[config.mk]
export PLATFORM = sky130hd
export DESIGN_NAME = instr_fetch_unit_flat
export DESIGN_NICKNAME = d
export VERILOG_FILES = /design/src/rtl/instr_fetch_unit_if.sv /design/src/rtl/instr_fetch_unit.sv /design/src/flat_wrapper.sv
export SDC_FILE = /design/constraint.sdc
export NUM_CORES = 1
export LEC_CHECK = 0
export CAP_MARGIN = 20
export CORE_ASPECT_RATIO = 1.1
export CORE_UTILIZATION = 40
export CTS_CLUSTER_DIAMETER = 50
export DETAILED_ROUTE_END_ITERATION = 7
export PLACE_DENSITY = 0.88
export SETUP_SLACK_MARGIN = 0.02
export SLEW_MARGIN = 5
export SYNTH_ARGS = -nofsm -noshare
export SYNTH_HDL_FRONTEND = slang
export SYNTH_SLANG_ARGS = --single-unit
[constraint.sdc]
create_clock -name clk -period 2.7 [get_ports clk]
set_input_delay 0.27 -clock clk [delete_from_list [all_inputs] [get_ports clk]]
set_output_delay 0.27 -clock clk [all_outputs]
set_load 0.005 [all_outputs]
[src/rtl/instr_fetch_unit_if.sv]
// Instruction-memory fetch bus: request/address out of the fetch unit, ack/data back from memory.
interface instr_fetch_unit_if;
  logic        imem_req;
  logic [31:0] imem_addr;
  logic        imem_ack;
  logic [31:0] imem_rdata;

  modport master (output imem_req, output imem_addr, input imem_ack, input imem_rdata);
  modport slave  (input imem_req, input imem_addr, output imem_ack, output imem_rdata);
endinterface

[src/rtl/instr_fetch_unit.sv]
// RV32I fetch stage: PC, imem req/ack fetch, next-PC selection and retired-instruction counter.
// Optional FETCH_MISALIGN_CHECK_EN halts on a misaligned next PC instead of forcing alignment.
module instr_fetch_unit #(
  parameter logic [31:0] RESET_PC  = 32'h0000_0000,
  parameter logic [31:0] NOP_INSTR = 32'h0000_0013
) (
  input  logic                      clk,
  input  logic                      rst,
  instr_fetch_unit_if.master        imem,
  output logic                      instr_valid,
  output logic [31:0]               instr,
  output logic [6:0]                op,
  output logic [31:0]               pc,
  output logic [31:0]               pc_plus4,
  input  logic                      instr_ready,
  input  logic                      branch,
  input  logic                      jal,
  input  logic                      jalr,
  input  logic                      zero,
  input  logic [31:0]               branch_target,
  input  logic [31:0]               jalr_target,
  output logic [31:0]               retired,
  output logic                      misalign
);

`ifdef FETCH_MISALIGN_CHECK_EN
  typedef enum logic [1:0] {IDLE = 2'd0, REQ = 2'd1, VALID = 2'd2, HALT = 2'd3} state_t;
`else
  typedef enum logic [1:0] {IDLE = 2'd0, REQ = 2'd1, VALID = 2'd2} state_t;
`endif

  state_t      state_q, state_d;
  logic [31:0] pc_q, pc_d;
  logic [31:0] instr_q, instr_d;
  logic [31:0] retired_q, retired_d;
  logic        imem_req_q, imem_req_d;
  logic        instr_valid_q, instr_valid_d;
  logic [31:0] next_pc;
`ifdef FETCH_MISALIGN_CHECK_EN
  logic        misalign_q, misalign_d;
`endif

  // jalr wins over jal/branch; its target always has bit 0 cleared
  always_comb begin
    next_pc = pc_q + 32'd4;
    if (jalr) begin
      next_pc = jalr_target & ~32'h0000_0001;
    end else if (jal | (branch & zero)) begin
      next_pc = branch_target;
    end
  end

  always_comb begin
    state_d   = state_q;
    pc_d      = pc_q;
    instr_d   = instr_q;
    retired_d = retired_q;
`ifdef FETCH_MISALIGN_CHECK_EN
    misalign_d = misalign_q;
`endif
    case (state_q)
      IDLE: state_d = REQ;
      REQ: begin
        if (imem.imem_ack) begin
          instr_d = imem.imem_rdata;
          state_d = VALID;
        end
      end
      VALID: begin
        if (instr_ready) begin
          retired_d = retired_q + 32'd1;
          instr_d   = NOP_INSTR;
`ifdef FETCH_MISALIGN_CHECK_EN
          pc_d = next_pc;
          if (next_pc[1:0] != 2'b00) begin
            misalign_d = 1'b1;
            state_d    = HALT;
          end else begin
            state_d = REQ;
          end
`else
          pc_d    = next_pc & ~32'h0000_0003;
          state_d = REQ;
`endif
        end
      end
`ifdef FETCH_MISALIGN_CHECK_EN
      HALT: state_d = HALT;
`endif
      default: state_d = IDLE;
    endcase
    imem_req_d    = (state_d == REQ);
    instr_valid_d = (state_d == VALID);
  end

  always_ff @(posedge clk) begin
    if (rst) begin
      state_q       <= IDLE;
      pc_q          <= RESET_PC;
      instr_q       <= NOP_INSTR;
      retired_q     <= 32'd0;
      imem_req_q    <= 1'b0;
      instr_valid_q <= 1'b0;
`ifdef FETCH_MISALIGN_CHECK_EN
      misalign_q    <= 1'b0;
`endif
    end else begin
      state_q       <= state_d;
      pc_q          <= pc_d;
      instr_q       <= instr_d;
      retired_q     <= retired_d;
      imem_req_q    <= imem_req_d;
      instr_valid_q <= instr_valid_d;
`ifdef FETCH_MISALIGN_CHECK_EN
      misalign_q    <= misalign_d;
`endif
    end
  end

  assign imem.imem_req  = imem_req_q;
  assign imem.imem_addr = pc_q;
  assign instr_valid    = instr_valid_q;
  assign instr          = instr_q;
  assign op             = instr_q[6:0];
  assign pc             = pc_q;
  assign pc_plus4       = pc_q + 32'd4;
  assign retired        = retired_q;
`ifdef FETCH_MISALIGN_CHECK_EN
  assign misalign       = misalign_q;
`else
  assign misalign       = 1'b0;
`endif

endmodule
[src/flat_wrapper.sv]
// flat-port wrapper written by rule: the top's interface ports become plain ports
module instr_fetch_unit_flat 
#(
  parameter logic [31:0] RESET_PC  = 32'h0000_0000,
  parameter logic [31:0] NOP_INSTR = 32'h0000_0013
)
  (clk, rst, instr_valid, instr, op, pc, pc_plus4, instr_ready, branch, jal, jalr, zero, branch_target, jalr_target, retired, misalign, imem_imem_req, imem_imem_addr, imem_imem_ack, imem_imem_rdata);
  instr_fetch_unit_if imem_i ();
  input  logic clk;
  input  logic rst;
  output logic instr_valid;
  output logic [31:0] instr;
  output logic [6:0] op;
  output logic [31:0] pc;
  output logic [31:0] pc_plus4;
  input  logic instr_ready;
  input  logic branch;
  input  logic jal;
  input  logic jalr;
  input  logic zero;
  input  logic [31:0] branch_target;
  input  logic [31:0] jalr_target;
  output logic [31:0] retired;
  output logic misalign;
  output wire logic [$bits(imem_i.imem_req)-1:0] imem_imem_req;
  output wire logic [$bits(imem_i.imem_addr)-1:0] imem_imem_addr;
  input wire logic [$bits(imem_i.imem_ack)-1:0] imem_imem_ack;
  input wire logic [$bits(imem_i.imem_rdata)-1:0] imem_imem_rdata;
  assign imem_imem_req = imem_i.imem_req;
  assign imem_imem_addr = imem_i.imem_addr;
  assign imem_i.imem_ack = imem_imem_ack;
  assign imem_i.imem_rdata = imem_imem_rdata;
  instr_fetch_unit #(.RESET_PC(RESET_PC), .NOP_INSTR(NOP_INSTR)) u_core (.clk(clk), .rst(rst), .imem(imem_i), .instr_valid(instr_valid), .instr(instr), .op(op), .pc(pc), .pc_plus4(pc_plus4), .instr_ready(instr_ready), .branch(branch), .jal(jal), .jalr(jalr), .zero(zero), .branch_target(branch_target), .jalr_target(jalr_target), .retired(retired), .misalign(misalign));
endmodule
==> results of run 1 <==
## cell usage after synthesis (all sizes together) (4+ instances only)
| cell | n |
|---|---|
| o21ai | 44 |
| a31oi | 6 |
| nand2 | 71 |
| nand3 | 22 |
| xnor2 | 40 |
| nor2b | 5 |
| and4 | 11 |
| nand4 | 21 |
| dfxtp | 98 |
| mux2i | 4 |
| xor2 | 10 |
| inv | 12 |
| clkbuf | 38 |
| a21o | 5 |
| a22oi | 30 |
| and2 | 4 |
| or3 | 11 |
| buf | 55 |
| a21oi | 40 |
| o22ai | 5 |
| nor2 | 102 |
| nor3b | 5 |
| nor3 | 13 |
| a211oi | 6 |
| nor4 | 17 |
| nand2b | 9 |
## critical path, stage by stage, from the launching register on
cell and delay [ns]:
dfxtp_1 0.34, buf_4 0.16, and4_2 0.29, nand4_1 0.24, buf_4 0.23, xnor2_1 0.22
clkdlybuf4s50_1 0.56
## stage by stage
step | total power [µW] | util (%)
floorplan | 1755 | -
global placement | 2044 | 60.18
detailed placement | 2053 | 60.18
CTS | 3384 | 62.91
global route | 3502 | 63.64
finish | 3367 | 63.64
## how the worst min path moves through the flow
stage / from / end / slack, ns / cells after the start
floorplan: imem_imem_rdata[0] / u_core.instr[0] / 0.42 / 2
global placement: u_core.retired[31] / u_core.retired[31] / 0.47 / 2
detailed placement: u_core.instr[28] / u_core.instr[28] / 0.49 / 2
CTS: rst / u_core.retired[26] / 0.46 / 2
global route: rst / u_core.retired[20] / 0.48 / 2
finish: rst / u_core.imem.imem_addr[27] / 0.47 / 2
## metal layers
metal	vias to the layer above	wire length (µm)
li1	2992	-
met1	2988	7480
met2	375	9809
met3	64	1842
met4	0	720
met5	-	0
## logic make-up (layout without fill, tap and decap cells)
logic type | after synthesis | after routing | share of synthesized area, %
buf+inv | 105 | 341 | 10.28
xor+xnor | 50 | 50 | 7.771
flops | 98 | 98 | 34.81
fa+ha+maj | 2 | 2 | 0.4440
simple gates | 304 | 304 | 27.55
compound gates | 162 | 162 | 18.16
other cells | 1 | 7 | 0.06654
mux | 5 | 5 | 0.9103
## flip-flops by register name, indices dropped and copies added, names as in the netlist
name and count:
u_core.imem.imem_req 1, u_core.instr 32, u_core.retired 32, u_core.instr_valid 1
u_core.imem.imem_addr 30, u_core.state_q 2
## cell type report
type                       count  area, µm²
sequential                    98       1974
clock buffer                   9      225.2
multi-input combinational    530       3193
tap                          188      235.2
fill                        1157       5016
timing repair buffer         313       3023
inverter                      12      45.04
clock inverter                 7      82.58
## placed cells by master (no fill, tap or decap), drive strengths merged, types with 6 or more instances in the layout
master | Yosys | routed
nand4 | 21 | 21
nor4 | 17 | 17
a21oi | 40 | 40
xor2 | 10 | 10
nand3 | 22 | 22
clkdlybuf4s50 | 0 | 255
nor2 | 102 | 102
a22oi | 30 | 30
or3 | 11 | 11
nor3 | 13 | 13
a211oi | 6 | 6
and4 | 11 | 11
clkbuf | 38 | 9
conb | 1 | 7
inv | 12 | 16
nand2 | 71 | 71
a31oi | 6 | 6
dfxtp | 98 | 98
nand2b | 9 | 9
buf | 55 | 53
xnor2 | 40 | 40
o21ai | 44 | 44
## power groups by stage
stage,clock network (µW),logic (µW),registers (µW)
after floorplan,0,213,1540
after global placement,0,504,1540
after detailed placement,0,514,1540
after CTS,1360,517,1510
after global routing,1430,560,1510
final,1340,519,1510
## timing repair
item | in CTS | in global routing
buffers inserted | 6 | 4
endpoints found under the hold margin | 0 | 0
pin swaps | 5 | 9
resized for setup | 9 | 22
endpoints found under the setup margin | 14 | 14
==> impl_metrics.ini, run 1 <==
[power_and_ir_drop]
powerDensity_nw_per_um2 = 383.5
p_sw_share_pct = 25.36
p_seq_share_pct = 44.7
p_int_uw = 2513
p_leak_uw = 0.003202
power_frac_comb_pct = 15.4
p_sw_uw = 853.8
clock_power_share_pct = 39.8
peakVddDrop_mv = 0.3378

[placed_design]
place_ws_ns = 0.2067
place_inst = 1131
place.gp.congestion = 0.9096
place_area_um2 = 8302
portBuffers = 262
hpwl_mm = 14.49

[critical_path]
crit_required_ns = 2.43
cp-start-kind = flop
endpoint_kind = output pin
crit_arrival_ns = 2.39
r2r.worst_path.cells = 8
path_max_fanout = 8
rr_startpoint = u_core.imem.imem_addr[9]
r2r_end = u_core.imem.imem_addr[18]
worstSetupStartpoint = u_core.imem.imem_addr[9]
endpoint = pc_plus4[14]
r2r_setup_slack_ns = 0.61
critPathKind = flop to output pin

[final_layout]
nets = 1070
instances_no_fill = 1157
num_antenna_cells = 0
syn2layout_area_growth_pct = 55.77
fin_area_um2 = 8778
drive_gt1_share_pct = 11.46

[timing]
final.min_clock_period_ns = 2.656
final_max_slew_viol_count = 0
setup_viol_count_final = 0
setup_tns_ns = 0
timing.final.hold_violations = 0
tightest_slew_ns = 0.7844
fin_hold_ws_ns = 0.4722
rsz0062_at_grt = yes
fin_ws_ns = 0.04419
clock_skew_ns = 0.007950
max_freq_ghz = 0.3765
period_share_pct = 98.36
slew_headroom_pct = 47.70

[global_route]
antenna_found_initial = 0
overflow = 0
busiest_layer = met2
use_met3_pct = 6.068
gr-usage-met2_pct = 46.60
grt_max_degree = 70
use_met1_pct = 30.56
grt_pass1_vias = 6097
grt_pass1_wl_mm = 30.79
grt_usage_pct = 26.65

[floorplanning]
io_pins = 274
placementRows = 45
core-area_um2 = 13790
dieWidth_um = 115.2
start_util_pct = 40.85
die_h_um = 126.5
dieArea_um2 = 14570

[detailed_routing]
routed-via-count = 6419
drc = 0
routed_wl_mm = 19.85
drtPass1Iterations = 5
drtIter0Drc = 569
ant_nets = 0
wl_per_cell_um = 17.16
viasPerCell = 5.548

[clock_tree]
cts_hold_buf = 0
clk_pin_slew_ns = 0.07
clk_path_buf_depth = 2
cts_tree = yes
numCtsBuffers = 9
cts-root-buf = clkbuf_16
h-tree-depth = 3
clock_sinks = 98
clk_latency_ns = 0.34

[job]
maxCapViolCount = 0

[min_path]
hp-class = primary input to flop

[yosys]
ys_async_sr_fraction_pct = 0
synth_ff_type = dfxtp_1
ys_seq_area_share_pct = 34.81
ys_types = 65
avgSynthCellArea_um2 = 7.752
syn_inst = 727
yosysWarnings = 0
yosys.area.top_type_share_pct = 34.81
yosys.area.top_type = dfxtp_1
synth_area_leaders = dfxtp_1, nor2_1, xnor2_1
synth_area_um2 = 5635
synth_edf_count = 0
ys_ff_latch = 98

[run_status]
status = complete, no violations
Power figures use the tool's default switching activity.
==> run 2: changes to the inputs <==
--- a/config.mk
+++ b/config.mk
@@ -11,7 +11,7 @@
 export CTS_CLUSTER_DIAMETER = 50
 export DETAILED_ROUTE_END_ITERATION = 7
 export PLACE_DENSITY = 0.88
-export SETUP_SLACK_MARGIN = 0.02
+export SETUP_SLACK_MARGIN = 0.05
 export SLEW_MARGIN = 5
 export SYNTH_ARGS = -nofsm -noshare
 export SYNTH_HDL_FRONTEND = slang
==> constraint.sdc (replaced) <==
create_clock -name clk -period 2.7 [get_ports clk]
set_input_delay 0.54 -clock clk [delete_from_list [all_inputs] [get_ports clk]]
set_output_delay 0.54 -clock clk [all_outputs]
set_load 0.005 [all_outputs]
==> run 2 against run 1 <==
Worst hold slack better by 0.035 ns. Fmax fell by 1.6%. Combinational power grew 4.2%. Utilization up 2.6 points. Sequential power hardly changed. Highest routed layer unchanged.
==> impl_metrics.ini, run 2 (synthesis gave the netlist of run 1 again) <==
[global_route]
grt_max_degree = 66
grt_usage_pct = 27.62
overflow = 0
grt_pass1_vias = 6324
antenna_found_initial = 0
grt_pass1_wl_mm = 31.84

[critical_path]
cp-start-kind = flop
endpoint_kind = output pin
worst-path-buf-inv = 3
critPathKind = flop to output pin
crit_required_ns = 2.16
path_max_fanout = 3
crit_chain = nand4_1, buf_4, or4_4, buf_6, nor4_4, xor2_1, buf_2
cp_slowest_stage_delay_ns = 0.50
crit_arrival_ns = 2.16
slowest_stage = or4_4
crit_family = simple AND/OR/NAND/NOR gates

[floorplanning]
dieArea_um2 = 14570
dieWidth_um = 115.2
start_util_pct = 40.85
placementRows = 45
core-area_um2 = 13790
die_h_um = 126.5
io_pins = 274

[timing]
fin_hold_ws_ns = 0.5068
final.min_clock_period_ns = 2.700
clock_skew_ns = 0.01129
max_freq_ghz = 0.3704
tightest_slew_ns = 0.6633
rsz0062_at_grt = yes
final_max_slew_viol_count = 0
timing.final.hold_violations = 0
setup_viol_count_final = 0
period_share_pct = 99.99
fin_ws_ns = 0.0003446
slew_headroom_pct = 55.78

[detailed_routing]
drtIter0Drc = 465
drtPass1Iterations = 7
drc = 0
routed_wl_mm = 20.79
viasPerCell = 5.539
ant_nets = 0
routed-via-count = 6603
wl_per_cell_um = 17.44

[placed_design]
place_inst = 1151
hpwl_mm = 14.69
place_ws_ns = 0.06575
portBuffers = 262
place.gp.congestion = 0.9601

[job]
maxCapViolCount = 0

[final_layout]
multi_input_area_um2 = 3293
fillers = 1118
syn2layout_area_growth_pct = 62.23
num_antenna_cells = 0
drive_gt1_share_pct = 16.93
nets = 1105
final_common_cell = clkdlybuf4s50_1
seq_area_um2 = 1974
instances_no_fill = 1192
mostFrequentLayoutCells = clkdlybuf4s50_1, nor2_1, dfxtp_1

[power_and_ir_drop]
total_power_uw = 3387
peakVddDrop_mv = 0.3012
powerDensity_nw_per_um2 = 370.5
p_leak_uw = 0.003531

[run_status]
status = complete, no violations

[clock_tree]
clock_sinks = 98
cts-root-buf = clkbuf_16
numCtsBuffers = 9
cts_tree = yes
cts_hold_buf = 0
clk_path_buf_depth = 2
clk_pin_slew_ns = 0.07
clk_latency_ns = 0.34
h-tree-depth = 3

[min_path]
hp-class = flop to flop
[run 2: changes by cell type in the layout (fill, tap and decap cells not counted), moves of 4 or more]
cell,delta
dfxtp_1,-4
dfxtp_2,+6
and4_4,+4
and4_2,-4
dlygate4sd2_1,+6
buf_4,+27
nand2_1,-4
buf_6,+7
clkdlybuf4s50_1,-14
buf_2,+5
[run 2: repair_timing]
action,in CTS,in global routing
setup buffers,13,13
setup endpoints to repair,18,16
pin swaps,16,23
resized for setup,61,34
[run 2: final timing paths]
path | slack [ns] | cells past startpoint | startpoint | end
worst max-delay path | 0.0003 | 7 | u_core.imem.imem_addr[8] | pc_plus4[23]
worst min register to register | 0.51 | 2 | u_core.retired[31] | u_core.retired[31]
worst min-delay path | 0.51 | 2 | u_core.retired[31] | u_core.retired[31]
worst max register to register | 0.51 | 11 | u_core.imem.imem_addr[8] | u_core.imem.imem_addr[21]
[run 2: area by class of cell]
type | instances | share of cell area [%]
well taps | 188 | 2.573
inverters | 12 | 0.4927
flip-flops and latches | 98 | 21.60
multi-input cells | 530 | 36.02
clock inverters | 6 | 0.7801
repair buffers | 348 | 35.92
clock buffers | 10 | 2.614
[run 2: worst reg2reg max path, delay by kind of cell, from the launching register on]
kind / cells / cell delay [ns]
flops: 1 / 0.35
buf+inv: 6 / 0.84
compound gates: 3 / 0.40
simple gates: 2 / 0.48
[run 2: routing by layer]
layer	routed length [µm]	up-vias	global-route usage, %
li1	-	3074	-
met1	7702	3068	30.29
met2	10240	385	48.55
met3	2021	76	7.597
met4	822	0	13.67
met5	0	-	0
[run 2: stage by stage]
stage	area (µm²)	utilization, %	TNS (ns)
after floorplan	5658	-	0
after global placement	8464	61.36	0
after detailed placement	8464	61.36	0
after CTS	8980	65.10	0
after global routing	9143	66.28	-0.1237
final	9143	66.28	0
[run 2: where the power goes]
part	total [µW]	internal (µW)	switching (µW)
Sequential	1510	1480	26.3
Combinational	541	310	232
Clock	1340	756	584
Total	3390	2550	842
==> run 3: changes to the inputs <==
--- a/config.mk
+++ b/config.mk
@@ -7,6 +7,7 @@
 export LEC_CHECK = 0
 export CAP_MARGIN = 20
 export CORE_ASPECT_RATIO = 1.1
+export CORE_MARGIN = 5
 export CORE_UTILIZATION = 40
 export CTS_CLUSTER_DIAMETER = 50
 export DETAILED_ROUTE_END_ITERATION = 7
==> run 3 against run 2 <==
Worst setup slack better by 0.0041 ns. Sequential power hardly changed. Via count hardly changed. Largest cell class is now buffers. Register-to-register slack worse by 0.49 ns. Combinational power hardly changed. Worst hold slack worse by 0.0020 ns. Critical path type unchanged. Cell count is 0.34% lower. Sequential share of layout area is 0.24 points higher. Total power is 1.7% lower. Sequential cell count stayed put. Design area is 0.67% lower. First-iteration DRC count is 37% higher.
==> impl_metrics.ini, run 3 (synthesis gave the netlist of run 1 again) <==
[run_status]
status = complete, no violations

[floorplanning]
io_pins = 274
dieWidth_um = 123.2
core-area_um2 = 13790
start_util_pct = 40.85
dieArea_um2 = 16570
die_h_um = 134.5
placementRows = 45

[timing]
timing.final.hold_violations = 0
setup_viol_count_final = 0
tightest_slew_ns = 0.6783
clock_skew_ns = 0.008576
final.min_clock_period_ns = 2.696
period_share_pct = 99.84
max_freq_ghz = 0.3710
rsz0062_at_grt = yes
setup_tns_ns = 0
final_max_slew_viol_count = 0
slew_headroom_pct = 54.64

[global_route]
grt_max_degree = 63
overflow = 0
antenna_found_initial = 0
grt_pass1_vias = 6341
grt_pass1_wl_mm = 32.53
grt_usage_pct = 24.43

[clock_tree]
numCtsBuffers = 9
clk_pin_slew_ns = 0.08
clock_sinks = 98
clk_latency_ns = 0.34
cts_hold_buf = 0
cts_tree = yes
h-tree-depth = 3
cts-root-buf = clkbuf_16
clk_path_buf_depth = 2

[final_layout]
num_antenna_cells = 0
mostFrequentLayoutCells = clkdlybuf4s50_1, nor2_1, dfxtp_1
fillers = 1121
nets = 1101
instances_no_fill = 1188
final_common_cell = clkdlybuf4s50_1
fin_util_pct = 65.83
drive_gt1_share_pct = 16.00
syn2layout_area_growth_pct = 61.15

[detailed_routing]
viasPerCell = 5.560
drtIter0Drc = 635
drtPass1Iterations = 8
wl_per_cell_um = 18.40
routed_wl_mm = 21.86
drc = 0
ant_nets = 0
routed-via-count = 6605

[critical_path]
endpoint_kind = output pin
cp-start-kind = flop
crit_arrival_ns = 2.16
r2r_setup_slack_ns = 0.02
path_max_fanout = 3
critPathKind = flop to output pin
crit_required_ns = 2.16

[job]
maxCapViolCount = 0

[placed_design]
hpwl_mm = 15.46
place_inst = 1145
portBuffers = 262
place.gp.congestion = 0.9351

[power_and_ir_drop]
peakVddDrop_mv = 0.2848
power_frac_comb_pct = 16.3
p_seq_share_pct = 45.2
p_leak_uw = 0.003440
clock_power_share_pct = 38.5
p_sw_share_pct = 26.77
total_power_uw = 3331
p_sw_uw = 891.7
powerDensity_nw_per_um2 = 366.8
p_int_uw = 2440

[min_path]
hp-class = flop to flop
==> run 3: power by group through the flow <==
| stage | registers [µW] | logic (µW) | clock network, µW |
|---|---|---|---|
| floorplan | 1540 | 213 | 0 |
| global placement | 1540 | 526 | 0 |
| detailed placement | 1540 | 535 | 0 |
| CTS | 1500 | 536 | 1300 |
| global route | 1510 | 582 | 1370 |
| finish | 1510 | 543 | 1280 |
==> run 3: layout make-up <==
| class | instances | area [µm²] | area share [%] |
|---|---|---|---|
| Inverter | 12 | 45.04 | 0.4960 |
| Sequential cell | 98 | 1983 | 21.84 |
| Clock inverter | 7 | 68.82 | 0.7578 |
| Timing Repair Buffer | 344 | 3279 | 36.11 |
| Clock buffer | 9 | 225.2 | 2.480 |
| Tap cell | 188 | 235.2 | 2.590 |
| Multi-Input combinational cell | 530 | 3244 | 35.73 |
==> run 3: final timing paths <==
check                              endpoint  cells past startpoint                startpoint
hold reg to reg          u_core.retired[31]                      2        u_core.retired[31]
setup / recovery               pc_plus4[23]                      6  u_core.imem.imem_addr[8]
setup reg to reg  u_core.imem.imem_addr[31]                     15  u_core.imem.imem_addr[8]
hold / removal           u_core.retired[31]                      2        u_core.retired[31]
==> run 3: per-layer routing <==
| layer | wire [µm] | global-route usage, % | vias to the layer above | share of wire, % |
|---|---|---|---|---|
| li1 | - | - | 3052 | - |
| met5 | 0 | 0 | - | 0 |
| met3 | 2395 | 6.954 | 73 | 11 |
| met2 | 10670 | 42.97 | 403 | 49 |
| met4 | 797 | 10.89 | 0 | 3.6 |
| met1 | 7999 | 27.06 | 3077 | 37 |
==> run 3: what timing repair did <==
action / in CTS / in global routing
endpoints found under the setup margin: 18 / 12
resized for setup: 44 / 45
pin swaps: 12 / 13
cloned: 0 / 0
buffers inserted: 23 / 4
==> run 3: through the flow <==
| step | hold WS (ns) | worst slack [ns] | instance area (µm²) |
|---|---|---|---|
| 2_1_floorplan | 0.4743 | 0.4808 | 5658 |
| 3_3_place_gp | 0.4761 | 0.05784 | 8422 |
| 3_5_place_dp | 0.4869 | 0.04026 | 8422 |
| 4_1_cts | 0.5114 | -0.02116 | 8956 |
| 5_1_grt | 0.5290 | -0.03587 | 9081 |
| 6_report | 0.5048 | 0.004446 | 9081 |
==> run 3: critical path, stage by stage (launching register included) <==
cell and delay [ns]:
dfxtp_2 0.35, nand4_1 0.17, buf_4 0.19, or4_4 0.52, nor4_4 0.19, xor2_1 0.21, buf_2 0.19
==> variant (settings of run 1) <==
Register the input `jalr_target` before use, cleared by the reset. The logic sees it one clock later. The other inputs are not delayed to match.
--- a/src/rtl/instr_fetch_unit.sv
+++ b/src/rtl/instr_fetch_unit.sv
@@ -23,6 +23,16 @@
   output logic                      misalign
 );
 
+  logic [31:0] jalr_target_q;
+
+  always_ff @(posedge clk) begin
+    if (rst) begin
+      jalr_target_q <= '0;
+    end else begin
+      jalr_target_q <= jalr_target;
+    end
+  end
+
 `ifdef FETCH_MISALIGN_CHECK_EN
   typedef enum logic [1:0] {IDLE = 2'd0, REQ = 2'd1, VALID = 2'd2, HALT = 2'd3} state_t;
 `else
@@ -44,7 +54,7 @@
   always_comb begin
     next_pc = pc_q + 32'd4;
     if (jalr) begin
-      next_pc = jalr_target & ~32'h0000_0001;
+      next_pc = jalr_target_q & ~32'h0000_0001;
     end else if (jal | (branch & zero)) begin
       next_pc = branch_target;
     end
Behaviour: not the same (Yosys sat finds a counterexample within 4 cycles, from zero or initial values and one cycle with rst high).
==> variant against run 1 <==
Count of clock-buffer cells in the layout increased by 14; total power increased by 40%; area after synthesis increased by 13%; routed wire length increased by 9.0%; setup slack improved by 38 ps; synthesized cell count increased by 6.7%; final area increased by 11%; highest routed layer unchanged; sequential cell count increased by 30; largest cell class unchanged; first-iteration DRC count increased by 12%; utilization decreased by 1.2 points.
==> variant: results (changes against run 1) <==
Detailed routing
  – Initial DRT Pass Iterations: 6 (+1)
  – Top layer in use: met4
  – Vias/cell: 5.52 (-0.56%)
  – Met3 routed WL: 1630 µm (-11%)
  – Met2 wire len: 10,300 µm (+5.1%)
  – DRT met1 WL: 8730 µm (+17%)
  – Total Wirelength: 21,600 µm (+9.0%)
  – Starting DRT DRC Count: 635 (+12%)

STA
  – Slew HR: 51.8% (+4.1 points)
  – Layout Skew: 10.1 ps (+2.19 ps)
  – Final Setup Violations: 0 (unchanged)

Place
  – Hpwl dp: 15,300 µm (+5.5%)
  – Post-Place Cell Area: 9000 µm² (+8.4%)
  – Placer Congestion: 0.898 (-1.3%)
  – Buffers on Ports: 262 (unchanged)
  – Setup Slack @ Placement: 260 ps (+53.5 ps)

GRT
  – Antenna violations before repair: 1 (+1)
  – Largest net degree at the start of global routing: 60 (-14%)
  – Via count of the first global-routing pass: 6,100 (+0.049%)
  – Met1 Usage GRT: 31.8% (+1.3 points)
  – GRT Resource Usage Total: 25.6% (-1.1 points)
  – M3 GR Usage: 6.12% (+0.055 points)
  – M2 GR Usage: 40.8% (-5.8 points)
  – Global-route wire length before repair: 32,100 µm (+4.3%)

Power
  – Static leakage: 3.71 nW (+16%)
  – Max VDD drop: 0.415 mV (+23%)
  – Internal: 3.58 mW (+42%)

Run status
  – Status: finished clean

Logic synthesis
  – Synth warn: 0 (unchanged)
  – Largest cells by area after synthesis: dfxtp_1, buf_4, nor2_1
  – Count leader, synth: dfxtp_1
  – Adder-cell area share of the yosys netlist: 0.392% (-0.052 points)
  – Seq/Total Area, Yosys: 40.2% (+5.4 points)
  – Ys async rst share: 0% (unchanged)
  – Synth cell count leaders: dfxtp_1, nor2_1, nand2_1
  – Post-synthesis mux area share: 0.491% (-0.42 points)
  – Xor/xnor share of the synthesized area: 7.28% (-0.49 points)
  – Yosys cell types: 64 (-1.5%)
  – Compound-gate portion of the synthesized area: 15.8% (-2.3 points)

Critical path
  – Crit path max fanout: 6 (-2)
  – Worst EP arrival: 2350 ps (-40 ps)

Clock network
  – Clk_lat worst skew: 430 ps (+90 ps)
  – H-tree levels: 4 (+1)
  – CTS Buf Count: 17 (+8)
  – Clock root buffer: clkbuf_16
  – Reg clk slew, reported paths: 60 ps

Layout
  – Fillers: 1,248 (+7.9%)
  – Share of layout cells above drive strength 1: 12.4% (+0.96 points)
  – Final Net Count: 1,117 (+4.4%)
-- variant: final cells by class --
cell class	instances	area (µm²)	area share, %
repair buffers	307	2970	30.4
diodes	1	2.50	0.0257
flip-flops and latches	128	2600	26.6
inverters	7	26.3	0.270
well taps	200	250	2.57
clock inverters	8	82.6	0.847
clock buffers	23	478	4.90
multi-input cells	550	3340	34.3
-- variant: power by group through the flow --
stage	registers, mW	clock network, mW	logic, mW
finish	1.98	2.20	0.530
global route	1.98	2.30	0.573
CTS	1.98	2.21	0.525
detailed placement	2.02	0	0.522
global placement	2.02	0	0.513
floorplan	2.02	0	0.221
-- variant: final timing paths --
path | from | endpoint | slack [ps] | depth (start not counted)
worst max-delay path | u_core.imem.imem_addr[16] | pc_plus4[27] | 80 | 6
worst min-delay path | rst | u_core.imem.imem_req | 310 | 2
worst max register to register | u_core.retired[0] | u_core.retired[26] | 560 | 6
worst min register to register | u_core.instr[8] | u_core.instr[8] | 500 | 2
-- variant: critical path, cell delays in order (launching register included) --
cell and delay, ps:
dfxtp_1 350, and4_4 280, nand4_1 220, buf_4 230, nor3_2 150, xor2_1 180
clkdlybuf4s50_1 520
-- variant: repair_timing --
| action | CTS | global route |
|---|---|---|
| setup endpoints to repair | 18 | 13 |
| resized for setup | 21 | 26 |
| hold endpoints to repair | 0 | 0 |
| pin swaps | 6 | 6 |
| buffers inserted | 5 | 3 |
| hold buffers | 0 | 0 |
-- variant: per-stage QoR --
stage | cells | utilization (%)
after CTS | 1219 | 61.8
after detailed placement | 1183 | 57.6
after floorplan | 782 | -
after global routing | 1224 | 62.4
final | 1224 | 62.4
after global placement | 1183 | 57.6
